File: src/rtl/r5fp_dump_tx_pkg.sv
// Shared definitions for the FP record dump serializer: FSM states,
// ASCII constants, the line prefix and the digit-count helper.
package R5FP_dump_pkg;

    // Serializer FSM states
    typedef enum logic [2:0] {
        ST_IDLE   = 3'd0,
        ST_PREFIX = 3'd1,
        ST_DIGIT  = 3'd2,
        ST_SPACE  = 3'd3,
        ST_EOL    = 3'd4
    } state_t;

    localparam logic [7:0] CH_SPACE = 8'h20;
    localparam logic [7:0] CH_NL    = 8'h0a;

    // "DUMP: " -- element 0 is emitted first
    localparam logic [0:5][7:0] PREFIX_STR = {8'h44, 8'h55, 8'h4d, 8'h50, 8'h3a, 8'h20};
    localparam logic [2:0]      PREFIX_LAST = 3'd5;

    // Field index of the status field (a=0, b=1, z=2)
    localparam logic [1:0] FIELD_STATUS = 2'd3;

    // Number of hex digits needed to print a field of the given bit width
    function automatic int unsigned nibble_count(input int unsigned width);
        return (width + 32'd3) / 32'd4;
    endfunction

endpackage

File: src/rtl/r5fp_dump_tx_hex_ascii.sv
// Nibble to lowercase ASCII hex digit.
module R5FP_hex_ascii (
    input  logic [3:0] i_nib,
    output logic [7:0] o_ascii
);

    // 0-9 map to '0'-'9', 10-15 map to 'a'-'f'
    always_comb begin
        if (i_nib < 4'd10) begin
            o_ascii = 8'h30 + {4'h0, i_nib};
        end else begin
            o_ascii = 8'h57 + {4'h0, i_nib};
        end
    end

endmodule

File: src/rtl/r5fp_dump_tx.sv
// Serializes {a, b, z, status} FP test records into the ASCII line
// "DUMP: <a> <b> <z> <status>\n" on a byte-wide valid/ready stream.
module r5fp_dump_tx
    import R5FP_dump_pkg::*;
#(
    parameter int EXP_W  = 8,
    parameter int SIG_W  = 23,
    parameter int STAT_W = 5,
    parameter int CNT_W  = 16
) (
    input  logic                     clk,
    input  logic                     reset,
    input  logic                     in_valid,
    output logic                     in_ready,
    input  logic [EXP_W+SIG_W:0]     in_a,
    input  logic [EXP_W+SIG_W:0]     in_b,
    input  logic [EXP_W+SIG_W:0]     in_z,
    input  logic [STAT_W-1:0]        in_status,
    output logic                     out_valid,
    input  logic                     out_ready,
    output logic [7:0]               out_byte,
    output logic                     busy,
    output logic [CNT_W-1:0]         rec_count
);

    localparam int W     = EXP_W + SIG_W + 1;
    localparam int ND    = int'(nibble_count(W));
    localparam int NS    = int'(nibble_count(STAT_W));
    localparam int MAXD  = (ND > NS) ? ND : NS;
    localparam int FW    = MAXD * 4;
    localparam int NIB_W = $clog2(MAXD + 1);

    localparam logic [NIB_W-1:0] ND_LAST = NIB_W'(ND - 1);
    localparam logic [NIB_W-1:0] NS_LAST = NIB_W'(NS - 1);

    state_t             r_state;
    logic [2:0]         r_pos;
    logic [1:0]         r_field;
    logic [NIB_W-1:0]   r_nib;
    logic [CNT_W-1:0]   r_rec_count;

    // Holding register: all fields zero-extended to a whole number of nibbles
    logic [FW-1:0]      r_a;
    logic [FW-1:0]      r_b;
    logic [FW-1:0]      r_z;
    logic [FW-1:0]      r_status;

    logic               w_fire;
    logic               w_accept;
    logic [FW-1:0]      w_field_val;
    logic [3:0]         w_nibble;
    logic [7:0]         w_hex_char;

    assign in_ready  = (r_state == ST_IDLE);
    assign out_valid = (r_state != ST_IDLE);
    assign busy      = (r_state != ST_IDLE);
    assign rec_count = r_rec_count;
    assign w_fire    = out_valid && out_ready;
    assign w_accept  = in_ready && in_valid;

    // Capture the record only at acceptance so later input changes cannot corrupt the line
    // NOTE: the holding register has no reset; it is always written before it is read,
    // so resetting it would only add logic on every data bit.
    always_ff @(posedge clk) begin
        if (w_accept) begin
            r_a      <= FW'(in_a);
            r_b      <= FW'(in_b);
            r_z      <= FW'(in_z);
            r_status <= FW'(in_status);
        end
    end

    // Select the field being printed; the digit counter picks the nibble within it
    // NOTE: every combinational output gets a default first so no path infers a latch.
    always_comb begin
        w_field_val = r_a;
        case (r_field)
            2'd0:    w_field_val = r_a;
            2'd1:    w_field_val = r_b;
            2'd2:    w_field_val = r_z;
            default: w_field_val = r_status;
        endcase
    end

    assign w_nibble = w_field_val[{r_nib, 2'b00} +: 4];

    R5FP_hex_ascii u_hex (
        .i_nib   (w_nibble),
        .o_ascii (w_hex_char)
    );

    // Output character is a pure function of state and counters, so it holds while stalled
    always_comb begin
        out_byte = 8'h00;
        case (r_state)
            ST_PREFIX: out_byte = PREFIX_STR[r_pos];
            ST_DIGIT:  out_byte = w_hex_char;
            ST_SPACE:  out_byte = CH_SPACE;
            ST_EOL:    out_byte = CH_NL;
            default:   out_byte = 8'h00;
        endcase
    end

    // Line sequencer: advances one character per accepted byte
    // NOTE: state registers use non-blocking assignments so every flop samples
    // pre-edge values regardless of statement order.
    always_ff @(posedge clk) begin
        if (!reset) begin
            r_state     <= ST_IDLE;
            r_pos       <= 3'd0;
            r_field     <= 2'd0;
            r_nib       <= '0;
            r_rec_count <= '0;
        end else begin
            case (r_state)
                ST_IDLE: begin
                    if (in_valid) begin
                        r_state <= ST_PREFIX;
                        r_pos   <= 3'd0;
                    end
                end
                ST_PREFIX: begin
                    if (w_fire) begin
                        if (r_pos == PREFIX_LAST) begin
                            r_state <= ST_DIGIT;
                            r_field <= 2'd0;
                            r_nib   <= ND_LAST;
                        end else begin
                            r_pos <= r_pos + 3'd1;
                        end
                    end
                end
                ST_DIGIT: begin
                    if (w_fire) begin
                        if (r_nib == '0) begin
                            r_state <= (r_field == FIELD_STATUS) ? ST_EOL : ST_SPACE;
                        end else begin
                            r_nib <= r_nib - NIB_W'(1);
                        end
                    end
                end
                ST_SPACE: begin
                    if (w_fire) begin
                        r_state <= ST_DIGIT;
                        r_field <= r_field + 2'd1;
                        r_nib   <= (r_field == 2'd2) ? NS_LAST : ND_LAST;
                    end
                end
                ST_EOL: begin
                    if (w_fire) begin
                        r_rec_count <= r_rec_count + CNT_W'(1);
                        r_state     <= ST_IDLE;
                    end
                end
                default: r_state <= ST_IDLE;
            endcase
        end
    end

endmodule
File: config.mk
export PLATFORM = sky130hd
export DESIGN_NAME = r5fp_dump_tx
export DESIGN_NICKNAME = d
export VERILOG_FILES = /design/src/rtl/r5fp_dump_tx_pkg.sv /design/src/rtl/r5fp_dump_tx_hex_ascii.sv /design/src/rtl/r5fp_dump_tx.sv
export SDC_FILE = /design/constraint.sdc
export NUM_CORES = 1
export LEC_CHECK = 0
export CORE_MARGIN = 2
export CORE_UTILIZATION = 53
export CTS_CLUSTER_SIZE = 24
export DETAILED_ROUTE_END_ITERATION = 8
export PLACE_DENSITY = 0.84
export SETUP_SLACK_MARGIN = 0.15
export SLEW_MARGIN = 10
export SYNTH_ARGS = -nofsm -noshare
export SYNTH_HDL_FRONTEND = slang
export SYNTH_SLANG_ARGS = --single-unit
File: constraint.sdc
create_clock -name clk -period 10.4 [get_ports clk]
set_clock_uncertainty 0.15 [all_clocks]
set_input_delay 2.08 -clock clk [delete_from_list [all_inputs] [get_ports clk]]
set_output_delay 2.08 -clock clk [all_outputs]
set_load 0.02 [all_outputs]
==> impl_metrics.tcl <==
set metrics [dict create \
    std_cell_rows 37 \
    ctsRootBufferMaster "clkbuf_8" \
    critPathKind "flop to output pin" \
    cts-buffers-inserted 17 \
    required_ns 8.17 \
    final.setup.tns_ns 0 \
    power_leakage_nw 2.61 \
    postRouteAntennaNets 0 \
    worstPathArrival_ns 3.89 \
    yosysSeqAreaShare_pct 65.2 \
    ioPinCount 132 \
    cp-start-kind "flop" \
    antenna_found_initial 0 \
    die_x_um 106 \
    routed_wl_um 12700 \
    hold_depth 2 \
    drive_above_1_share_pct 7.86 \
    layout_commonest_cell "clkdlybuf4s50_1" \
    tritoncts "built" \
    worstMarginPinSlew_ns 1.21 \
    period_minus_slack_ns 6.12 \
    critPathCaptureType "output pin" \
    p_int_mw 1.03 \
    core_area_um2 10200 \
    drv_cap 0 \
    gp_congestion 0.866 \
    cp_slowest_cell "clkdlybuf4s50_1" \
    cts_resized 0 \
    hpwl_um 8570 \
    p_per_area_nw_per_um2 173 \
    slowest_delay_ns 0.65 \
    path_max_fanout 33 \
    synth_edf_count 101 \
    grt.total_usage_pct 23.5 \
    synth_flop_cell "edfxtp_1" \
    die_h_um 106 \
    vias_per_cell 5.83 \
    outcome "finished, final reports clean" \
    grt_pass1_vias 4028 \
    cts.path.max_buffers 2 \
    netlist_area_um2 5510 \
    clk_latency_ns 0.51 \
    cts_sinks 129 \
    p_sw_mw 0.265 \
    cts.hold.buffers_added 0 \
    syn_area_per_cell_um2 13.1 \
    cts_max_level 4 \
    drt_iter0_markers 500 \
    hold_path_class "flop to flop" \
    fillers 647 \
    start_util_pct 54.1 \
    yosys_register_bits 129 \
    sw_frac_of_total_pct 20.5 \
    synthDistinctLibCells 57 \
    syn-num-nets 537 \
    vias 4059 \
    yosys.area.top_type_share_pct 55.1 \
    maxSlewHeadroom_pct 19.2 \
    rsz0062_at_grt "false" \
    clkPwrFrac_pct 47.0 \
    first_pass_iters 6 \
    dp_slack_ns 4.85 \
    synth.largest_area_cell "edfxtp_1" \
    synthToLayoutAreaGrowth_pct 35.8 \
    reg2regPathDepth 7 \
    synthCells 420 \
    num-nets-final 664 \
    io_buffers 130 \
    die_area_um2 11200 \
    yosys_warnings 0 \
    cts_setup_buffers 0 \
    crit_path_cell_trace "inv_1 > ha_1 > buf_4 > a222oi_1 > mux4_2 > or2_1 > o31ai_4 > inv_2 > ha_1 > a211o_1 > o21ai_0 > clkdlybuf4s50_1" \
    finalHoldViolCount 0 \
    setup_viol 0 \
    setup_slack_ns 4.28 \
    p_seq_share_pct 46.4 \
    slew_viol_final 0 \
    fin_crit_sh_pct 58.8 \
    max_freq_mhz 163 \
    drcViolationCount 0 \
    wire_per_inst_um 18.3 \
    grt_max_degree 102 \
    ir_drop_mv 0.134 \
    clk_pin_slew_ns 0.06 \
    crit_path_frequent_cell "ha_1" \
    synthArstFlopShare_pct 0 \
    antenna_cells 0 \
    grt_pass1_wl_um 20100 \
    yosys-top-cells-area "edfxtp_1 (55%), dfxtp_1 (10%), a222oi_1 (3.6%)" \
    combPwrFrac_pct 6.6 \
    gr-total-overflow 0 \
    final_cell_mix "clkdlybuf4s50_1 (130), edfxtp_1 (101), a21oi_1 (29)" \
]
[synth_stat cells (all sizes together), types with 3 or more instances]
library cell  number
xor2               4
mux4               3
nor2              28
nor2b              8
nand3             13
nand2             24
o21ai             14
a32oi              6
edfxtp           101
inv               16
and4               3
and2              15
a222oi            20
nand4              4
a21oi             29
nand2b             6
buf               15
or3                3
a22oi             14
ha                12
dfxtp             28
mux2i              3
xnor2             11
clkbuf            11
[worst paths after layout]
kind / from / endpoint / slack (ns)
hold / removal: rec_count[15] / rec_count[15] / 0.36
setup reg to reg: r_nib[0] / r_nib[3] / 7.59
setup / recovery: r_field[0] / out_byte[1] / 4.28
hold reg to reg: rec_count[15] / rec_count[15] / 0.36
[power by group through the flow]
stage | clock network, mW | logic (mW) | registers [mW]
after CTS | 0.613 | 0.0857 | 0.599
after global placement | 0 | 0.0830 | 0.608
after floorplan | 0 | 0.0334 | 0.606
after detailed placement | 0 | 0.0850 | 0.609
after global routing | 0.632 | 0.0915 | 0.601
final | 0.607 | 0.0852 | 0.599
[through the flow]
stage	hold slack, ns	power (mW)	std cells	instance area (µm²)	util, %
6_report	0.359	1.29	696	7480	73.4
5_1_grt	0.401	1.32	696	7480	73.4
4_1_cts	0.365	1.30	696	7480	73.4
3_5_place_dp	0.344	0.694	664	6870	67.5
3_3_place_gp	0.326	0.691	664	6870	67.5
2_1_floorplan	0.312	0.640	420	5510	-
[cell type report]
type	count	area, µm²	area share, %
well taps	136	170	2.28
flip-flops and latches	129	3590	48.0
clock inverters	14	189	2.53
multi-input cells	248	1710	22.9
clock buffers	18	418	5.59
repair buffers	134	1330	17.8
inverters	17	63.8	0.853
[cells by family (layout without fill, tap and decap cells)]
kind of cell    after synthesis  after routing  share of synthesized area (%)
flops                       129            129                           65.2
other cells                   1              1                         0.0681
simple gates                111            111                           10.1
fa+ha+maj                    12             12                           2.73
mux                           7              7                           1.98
buf+inv                      43            183                           3.70
xor+xnor                     15             15                           2.38
compound gates              102            102                           13.8
[per-layer routing]
| layer | GRT usage [%] | routed length [µm] |
|---|---|---|
| met1 | 29.6 | 5040 |
| met2 | 38.5 | 6380 |
| met3 | 6.32 | 1020 |
| met4 | 10.1 | 293 |
| met5 | 0 | 0 |
[state kept, by name (all words and copies together), names as in the netlist]
name / cells
r_field: 2
r_pos: 3
r_status: 5
r_nib: 4
r_state: 3
rec_count: 16
r_z: 32
r_a: 32
r_b: 32
[critical path: cells and delay by family (launching register included)]
kind / cells / cell delay (ns)
multiplexers: 1 / 0.48
AO/OA/AOI/OAI: 4 / 0.65
buffers and inverters: 4 / 1.17
adder cells (fa/ha/maj): 2 / 0.45
flip-flops: 1 / 0.34
AND/OR/NAND/NOR: 1 / 0.25
(Power assumes the default switching activity.)
